===== config.mk =====
export PLATFORM = sky130hd
export DESIGN_NAME = serializador_param
export DESIGN_NICKNAME = d
export VERILOG_FILES = /design/src/rtl/serializador_pkg.sv /design/src/rtl/ser_shift_reg.sv /design/src/rtl/serializador_param.sv
export SDC_FILE = /design/constraint.sdc
export NUM_CORES = 1
export LEC_CHECK = 0
export CORE_ASPECT_RATIO = 0.6
export CORE_MARGIN = 2
export CORE_UTILIZATION = 60
export DETAILED_ROUTE_END_ITERATION = 10
export DONT_BUFFER_PORTS = 1
export GPL_TIMING_DRIVEN = 0
export PLACE_DENSITY_LB_ADDON = 0.3
export REMOVE_ABC_BUFFERS = 1
export SETUP_SLACK_MARGIN = 0.4
export SYNTH_ARGS = -nofsm -noshare
export SYNTH_HDL_FRONTEND = slang
export SYNTH_HIERARCHICAL = 1
export SYNTH_SLANG_ARGS = --single-unit

===== constraint.sdc =====
create_clock -name clk -period 3.8 [get_ports clk]
set_input_delay 0.76 -clock clk [delete_from_list [all_inputs] [get_ports clk]]
set_output_delay 0.76 -clock clk [all_outputs]
set_load 0.01 [all_outputs]

===== src/rtl/serializador_pkg.sv =====
// Shared definitions for the serializer: counter sizing helper,
// default idle word and the shifter load-source encoding.
package serializador_pkg;

   localparam logic [9:0] SER_IDLE_WORD = 10'h17C;

   typedef enum logic [1:0] {
      LOAD_IDLE,
      LOAD_HOLD,
      LOAD_BYPASS
   } load_sel_t;

   // Ceil-log2 with a floor of 1 so a counter always has at least one bit.
   function automatic int ser_clog2(input int n);
      int r;
      r = 0;
      for (int i = 0; i < 31; i++) begin
         if ((1 << i) < n) r = i + 1;
      end
      return (r < 1) ? 1 : r;
   endfunction

endpackage


===== src/rtl/ser_shift_reg.sv =====
// Parallel-load shifter; next_bit is the bit that goes on the line after
// the current one, in the transmit order selected by MSB_FIRST.
module ser_shift_reg #(
   parameter int                DATA_W     = 10,
   parameter bit                MSB_FIRST  = 1'b0,
   parameter logic [DATA_W-1:0] RESET_WORD = '0
) (
   input  logic              clk,
   input  logic              rst_n,
   input  logic              load,
   input  logic              shift,
   input  logic [DATA_W-1:0] din,
   output logic              next_bit
);

   logic [DATA_W-1:0] sh;

   always_ff @(posedge clk or negedge rst_n) begin
      if (!rst_n) begin
         sh <= RESET_WORD;
      end else if (load) begin
         sh <= din;
      end else if (shift) begin
         sh <= MSB_FIRST ? {sh[DATA_W-2:0], 1'b0} : {1'b0, sh[DATA_W-1:1]};
      end
   end

   assign next_bit = MSB_FIRST ? sh[DATA_W-2] : sh[1];

endmodule


===== src/rtl/serializador_param.sv =====
// Parallel-to-serial converter with a one-word holding buffer and idle fill.
// Define SER_PARITY_EN to append an even-parity bit to every frame.
module serializador_param
   import serializador_pkg::*;
#(
   parameter int          DATA_W    = 10,
   parameter bit          MSB_FIRST = 1'b0,
   parameter logic [63:0] IDLE_WORD = 64'(SER_IDLE_WORD)
) (
   input  logic              clk,
   input  logic              rst_n,
   input  logic [DATA_W-1:0] in_data,
   input  logic              in_valid,
   output logic              in_ready,
   output logic              ser_out,
   output logic              frame_start,
   output logic              data_frame
);

`ifdef SER_PARITY_EN
   localparam int FRAME_LEN = DATA_W + 1;
`else
   localparam int FRAME_LEN = DATA_W;
`endif
   localparam int                CNT_W = ser_clog2(FRAME_LEN);
   localparam logic [DATA_W-1:0] IDLE  = IDLE_WORD[DATA_W-1:0];

   logic [CNT_W-1:0]  cnt;
   logic              frame_end;
   logic [DATA_W-1:0] hold;
   logic              hold_full;
   load_sel_t         load_sel;
   logic [DATA_W-1:0] load_word;
   logic              first_bit;
   logic              next_bit;

   assign frame_end = (cnt == CNT_W'(FRAME_LEN - 1));
   assign in_ready  = rst_n && (!hold_full || frame_end);

   // A buffered word always wins over the bypass path so order is preserved.
   always_comb begin
      load_sel = LOAD_IDLE;
      if (hold_full) begin
         load_sel = LOAD_HOLD;
      end else if (in_valid) begin
         load_sel = LOAD_BYPASS;
      end
   end

   always_comb begin
      case (load_sel)
         LOAD_HOLD:   load_word = hold;
         LOAD_BYPASS: load_word = in_data;
         default:     load_word = IDLE;
      endcase
   end

   assign first_bit = MSB_FIRST ? load_word[DATA_W-1] : load_word[0];

   ser_shift_reg #(
      .DATA_W     (DATA_W),
      .MSB_FIRST  (MSB_FIRST),
      .RESET_WORD (IDLE)
   ) u_shift (
      .clk      (clk),
      .rst_n    (rst_n),
      .load     (frame_end),
      .shift    (!frame_end),
      .din      (load_word),
      .next_bit (next_bit)
   );

`ifdef SER_PARITY_EN
   // Parity is captured at load time because the shifter loses bits as it shifts.
   logic par;

   always_ff @(posedge clk or negedge rst_n) begin
      if (!rst_n) begin
         par <= 1'b0;
      end else if (frame_end) begin
         par <= ^load_word;
      end
   end
`endif

   always_ff @(posedge clk or negedge rst_n) begin
      if (!rst_n) begin
         cnt         <= CNT_W'(FRAME_LEN - 1);
         ser_out     <= 1'b0;
         frame_start <= 1'b0;
         data_frame  <= 1'b0;
      end else if (frame_end) begin
         cnt         <= '0;
         ser_out     <= first_bit;
         frame_start <= 1'b1;
         data_frame  <= (load_sel != LOAD_IDLE);
      end else begin
         cnt         <= cnt + CNT_W'(1);
         frame_start <= 1'b0;
`ifdef SER_PARITY_EN
         ser_out     <= (cnt == CNT_W'(DATA_W - 1)) ? par : next_bit;
`else
         ser_out     <= next_bit;
`endif
      end
   end

   // On a frame boundary with the buffer draining, a new word refills it at once.
   always_ff @(posedge clk or negedge rst_n) begin
      if (!rst_n) begin
         hold      <= '0;
         hold_full <= 1'b0;
      end else if (frame_end) begin
         if (hold_full) begin
            hold_full <= in_valid;
            if (in_valid) hold <= in_data;
         end
      end else if (in_valid && !hold_full) begin
         hold      <= in_data;
         hold_full <= 1'b1;
      end
   end

endmodule


=== Yosys cells after proc, flatten, opt, wreduce, memory -nomap -nowiden ===
Index checks and enable logic that the tools add are counted.
Widths: inputs -> output; s select.

* Input port bits: 13
* Register bits: 28
* Word-level logic and storage cells: 34
* Output and inout bits: 4

* Reductions and logical operators: 7
* Multiplexer cells: 14
* Add/sub/neg operators: 1
* Equality and inequality tests: 5

{| class="wikitable"
|+ Operators by type and width
! kind !! count
|-
| $mux 10 || 5
|-
| $pmux 10 s2 || 1
|-
| $mux 1 || 5
|-
| $add 4x1->4 const B || 1
|-
| $eq 4x4->1 const B || 1
|-
| $mux 2 || 2
|-
| $mux 4 || 1
|-
| $reduce_bool 2->1 || 2
|-
| $reduce_and 3->1 || 1
|-
| $eq 2x1->1 const B || 1
|-
| $eq 2x2->1 const B || 1
|-
| $logic_and 1x1->1 || 2
|-
| $ne 2x1->1 const B || 1
|-
| $ne 2x2->1 const B || 1
|-
| $logic_not 1->1 || 1
|-
| $logic_or 1x1->1 || 1
|}

=== Logic depth before layout (Yosys ltp) ===
* Depth in word-level cells: 5
* Gate-level depth with buffers: 6
* Depth with buffers taken out: 5

=== Hierarchy ===
Netlist, hierarchy kept.

{| class="wikitable"
|+ Modules (own cells, without submodules)
! module !! cells an instance !! times used !! sequential area each (um^2) !! area each (um^2)
|-
| serializador_param || 81 || 1 || 452.9 || 917.1
|-
| ser_shift_reg || 39 || 1 || 232.7 || 427.9
|}

=== Least setup slack after synthesis ===
No wires, ideal clock.

* Kind: reg-to-output
* From: register cnt[3]
* To: output port in_ready
* Arrival: 1344 ps
* Data required time: 3040 ps
* Path buffers: 1
* Cell stages (with the launch flop): 5
* Slack: 1696 ps
* Cell sequence: dfstp_2 -> nor4bb_1 -> buf_4 -> inv_1 -> a21boi_0

* Cells in the longest elaborated chain, start to end: 3

{| class="wikitable"
|+ Ends and longest elaborated chain
! what !! line !! RTL
|-
| start, declared || serializador_param.sv:28 || <nowiki>logic [CNT_W-1:0] cnt;</nowiki>
|-
| start signal, assigned || serializador_param.sv:88 || <nowiki>cnt <= CNT_W'(FRAME_LEN - 1);</nowiki>
|-
| start signal, assigned || serializador_param.sv:98 || <nowiki>cnt <= cnt + CNT_W'(1);</nowiki>
|-
| $eq 4x4->1 || serializador_param.sv:37 || <nowiki>assign frame_end = (cnt == CNT_W'(FRAME_LEN - 1));</nowiki>
|-
| net frame_end || serializador_param.sv:29 || <nowiki>logic frame_end;</nowiki>
|-
| $logic_or 1x1->1 || serializador_param.sv:38 || <nowiki>assign in_ready = rst_n && (!hold_full || frame_end);</nowiki>
|-
| $logic_and 1x1->1 || serializador_param.sv:38 ||
|-
| end, declared || serializador_param.sv:14 || <nowiki>output logic in_ready,</nowiki>
|}

The timed path passes the listed nets, and every way through them passes these cells.

=== Worst setup path in the final report ===
* From: register cnt[3]
* To: output port in_ready

* Cells in the longest elaborated chain, start to end: 3

{| class="wikitable"
|+ Ends and longest elaborated chain
! what !! line
|-
| $eq 4x4->1 || serializador_param.sv:37
|-
| $logic_or 1x1->1 || serializador_param.sv:38
|-
| $logic_and 1x1->1 || serializador_param.sv:38
|}

No other way between the ends.

==> metrics.md <==
| Metric | Value |
|---|---|
| Final TNS setup | `0 ns` |
| Global-route wire length before repair | `3640 µm` |
| Remaining global-route overflow | `0` |
| Final instance area | `1410 µm²` |
| Initial DRC Count | `51` |
| Setup Buffers After CTS | `0` |
| Overall Global Routing Usage | `18.9%` |
| Worst hold slack | `0.179 ns` |
| Finished Layout Cells | `148` |
| P_leak | `0.641 nW` |
| TritonRoute pass-1 iters | `4` |
| Critical Path RT | `3.04 ns` |
| VDD IR-drop max | `0.000254 V` |
| Sequential cell area fraction in the yosys report | `51.0%` |
| Part of the cycle the worst path needs | `81.4%` |
| Clk sinks | `27` |
| Syn Area/Cell | `11.2 µm²` |
| Clock latency on the worst-skew pair | `0.27 ns` |
| Top cell type's share of synthesized area | `35.3%` |
| Worst slew pin tran | `0.631 ns` |
| Critical path cell sequence | `nor4bb_4 > buf_8 > inv_1 > a21boi_0` |
| Headroom to the max-slew limit | `57.9%` |
| Via-per-instance ratio | `5.45` |
| # fillers | `181` |
| CP max stage delay | `0.61 ns` |
| Hold-fix buffers, CTS | `0` |
| Vias in the first global route | `828` |
| # IOs | `17` |
| Clock-pin slew on the worst setup and hold paths | `0.09 ns` |
| Drt total wl | `2230 µm` |
| PostCTS Resize Cnt | `0` |
| Top cells by area, synth | `dfrtp_1 35%, dfstp_2 16%, mux2_4 11%, mux2i_1 6.0%, nand2_1 4.5%` |
| Pwr dens | `383 nW/µm²` |
| Initial Utilization | `62.6%` |
| CP arrival | `2.33 ns` |
| CP max stage cell | `nor4bb_4` |
| Port-buffer cells | `0` |
| Die Span Y | `40.7 µm` |
| Syn. warnings | `6` |
| Gpl congestion | `0.732` |
| TritonCTS buffer count | `3` |
| DRT antenna net count | `0` |
| Cells after DPL | `144` |
| Die width | `65.1 µm` |
| Post-Synthesis Cell Area | `1350 µm²` |
| Min Tclk post-route | `3.09 ns` |
| Hold Path Class | `in2async` |
| Max Fclk | `323 MHz` |
| Max-slew violations | `0` |
| Synth area leader | `dfrtp_1` |
| Number of max-cap violations | `0` |
| Yosys reg bits | `27` |
| Total power | `0.539 mW` |
| Syn Inst Count | `120` |
| Nets | `132` |
| Critical path peak fanout | `15` |
| CP Class | `reg2out` |
| Yosys cell types | `25` |
| TritonCTS clock tree | `built` |
| Final Hold Violating Endpoints | `0` |
| Drt wl/cell | `15.1 µm` |
| CTS Buffer Depth | `2` |
| Final setup fails | `0` |
| Startpoint types | `register` |
| # rows | `13` |
| Die area | `2650 µm²` |
| Initial antenna violation count | `0` |
| Fraction of layout cells with a size suffix above 1 | `23.7%` |
| Drt drc | `0` |
| Root buffer cell | `clkbuf_8` |
| Status | `finished, final reports clean` |
| Clock Skews | `0.00450 ns` |
| Placed Area | `1360 µm²` |
| Endpoint type of the worst setup path | `output port` |
| DP Wirelength | `1550 µm` |
| Htree depth | `1` |
| Pin count of the biggest net entering global routing | `29` |
| RSZ-0062 raised after global routing | `false` |
| Ant diodes | `0` |
| Core ar. | `2150 µm²` |
| Vias | `806` |
| Syn-to-layout area delta | `4.56%` |
==> layout make-up <==
cell class | count | area, µm² | area share [%]
Sequential cell | 27 | 686 | 48.8
Multi-Input combinational cell | 82 | 607 | 43.1
Clock buffer | 3 | 41.3 | 2.94
Tap cell | 30 | 37.5 | 2.67
Timing Repair Buffer | 1 | 15.0 | 1.07
Inverter | 4 | 15.0 | 1.07
Clock inverter | 1 | 5.00 | 0.356
==> cell families after synthesis <==
logic type | Yosys count | synth area share, %
multiplexers | 21 | 20.5
flip-flops | 27 | 51.0
XOR/XNOR | 1 | 0.651
AND/OR/NAND/NOR | 36 | 12.8
buffers and inverters | 11 | 5.02
AO/OA/AOI/OAI | 23 | 9.30
adder cells (fa/ha/maj) | 1 | 0.744
==> cells in the final DEF, fill, tap and decap left out <==
cell type   n
dfrtp_1    19
nand2_1    16
mux2_4     10
nor2_1      9
dfstp_2     8
mux2i_1     8
o21ai_1     8
a21oi_1     7
nor2b_1     6
o21ai_0     5
inv_1       4
clkbuf_8    3
mux2_2      2
a22o_1      2
nor4bb_4    1
xnor2_1     1
or2b_1      1
and2b_2     1
and3b_1     1
a21boi_0    1
mux2i_4     1
maj3_1      1
clkinv_2    1
buf_8       1
nand2b_1    1
==> flip-flops by register name, indices dropped and copies added, names as in the netlist <==
name and flops:
cnt 4, frame_start 1, hold_full 1, data_frame 1, u_shift/sh 9, ser_out 1
hold 10
==> through the flow <==
| stage | utilization [%] | setup WS, ns |
|---|---|---|
| 6_report | 65.5 | 0.708 |
| 5_1_grt | 65.5 | 0.496 |
| 4_1_cts | 65.5 | 0.678 |
| 3_5_place_dp | 63.3 | 0.977 |
| 3_3_place_gp | 61.9 | -1.91 |
| 2_1_floorplan | - | -0.758 |
==> synth_stat cells <==
cell / instances
a21boi_0: 1
a21oi_1: 7
a22o_1: 2
and2b_2: 1
and3b_1: 1
buf_4: 3
buf_6: 2
clkbuf_1: 2
dfrtp_1: 19
dfstp_2: 8
inv_1: 4
maj3_1: 1
mux2_2: 2
mux2_4: 10
mux2i_1: 8
mux2i_4: 1
nand2_1: 16
nand2b_1: 1
nor2_1: 9
nor2b_1: 6
nor4bb_1: 1
o21ai_0: 5
o21ai_1: 8
or2b_1: 1
xnor2_1: 1
==> layer usage <==
| metal | track usage (%) | up-vias | wire (µm) |
|---|---|---|---|
| li1 | - | 400 | - |
| met1 | 23.9 | 393 | 1020 |
| met2 | 34.0 | 13 | 1100 |
| met3 | 7.14 | 0 | 111 |
| met4 | 1.04 | 0 | 0 |
| met5 | 0 | - | 0 |
==> path summary, 6_finish.rpt <==
kind                         from       end  slack [ns]  cells after the start
setup / recovery           cnt[3]  in_ready        0.71                      4
hold / removal              rst_n   hold[2]        0.18                      0
setup reg to reg           cnt[3]   hold[5]        1.38                      4
hold reg to reg            cnt[0]    cnt[0]        0.50                      1
max in group asynchronous   rst_n    cnt[0]        3.44                      0
min in group clk           cnt[0]    cnt[0]        0.50                      1
==> report_power, final <==
part           total (mW)  leakage, nW  switching [mW]  internal, mW
clock network       0.156       0.0255          0.0825        0.0732
logic              0.0632        0.300          0.0235        0.0398
registers           0.320        0.316          0.0117         0.309
total               0.539        0.641           0.118         0.422
==> critical path: cells and delay by family, from the launching register on <==
family | cells | cell delay, ns
simple gates | 1 | 0.61
buf+inv | 2 | 0.47
flops | 1 | 0.55
compound gates | 1 | 0.44
Power figures use the tool's default switching activity.
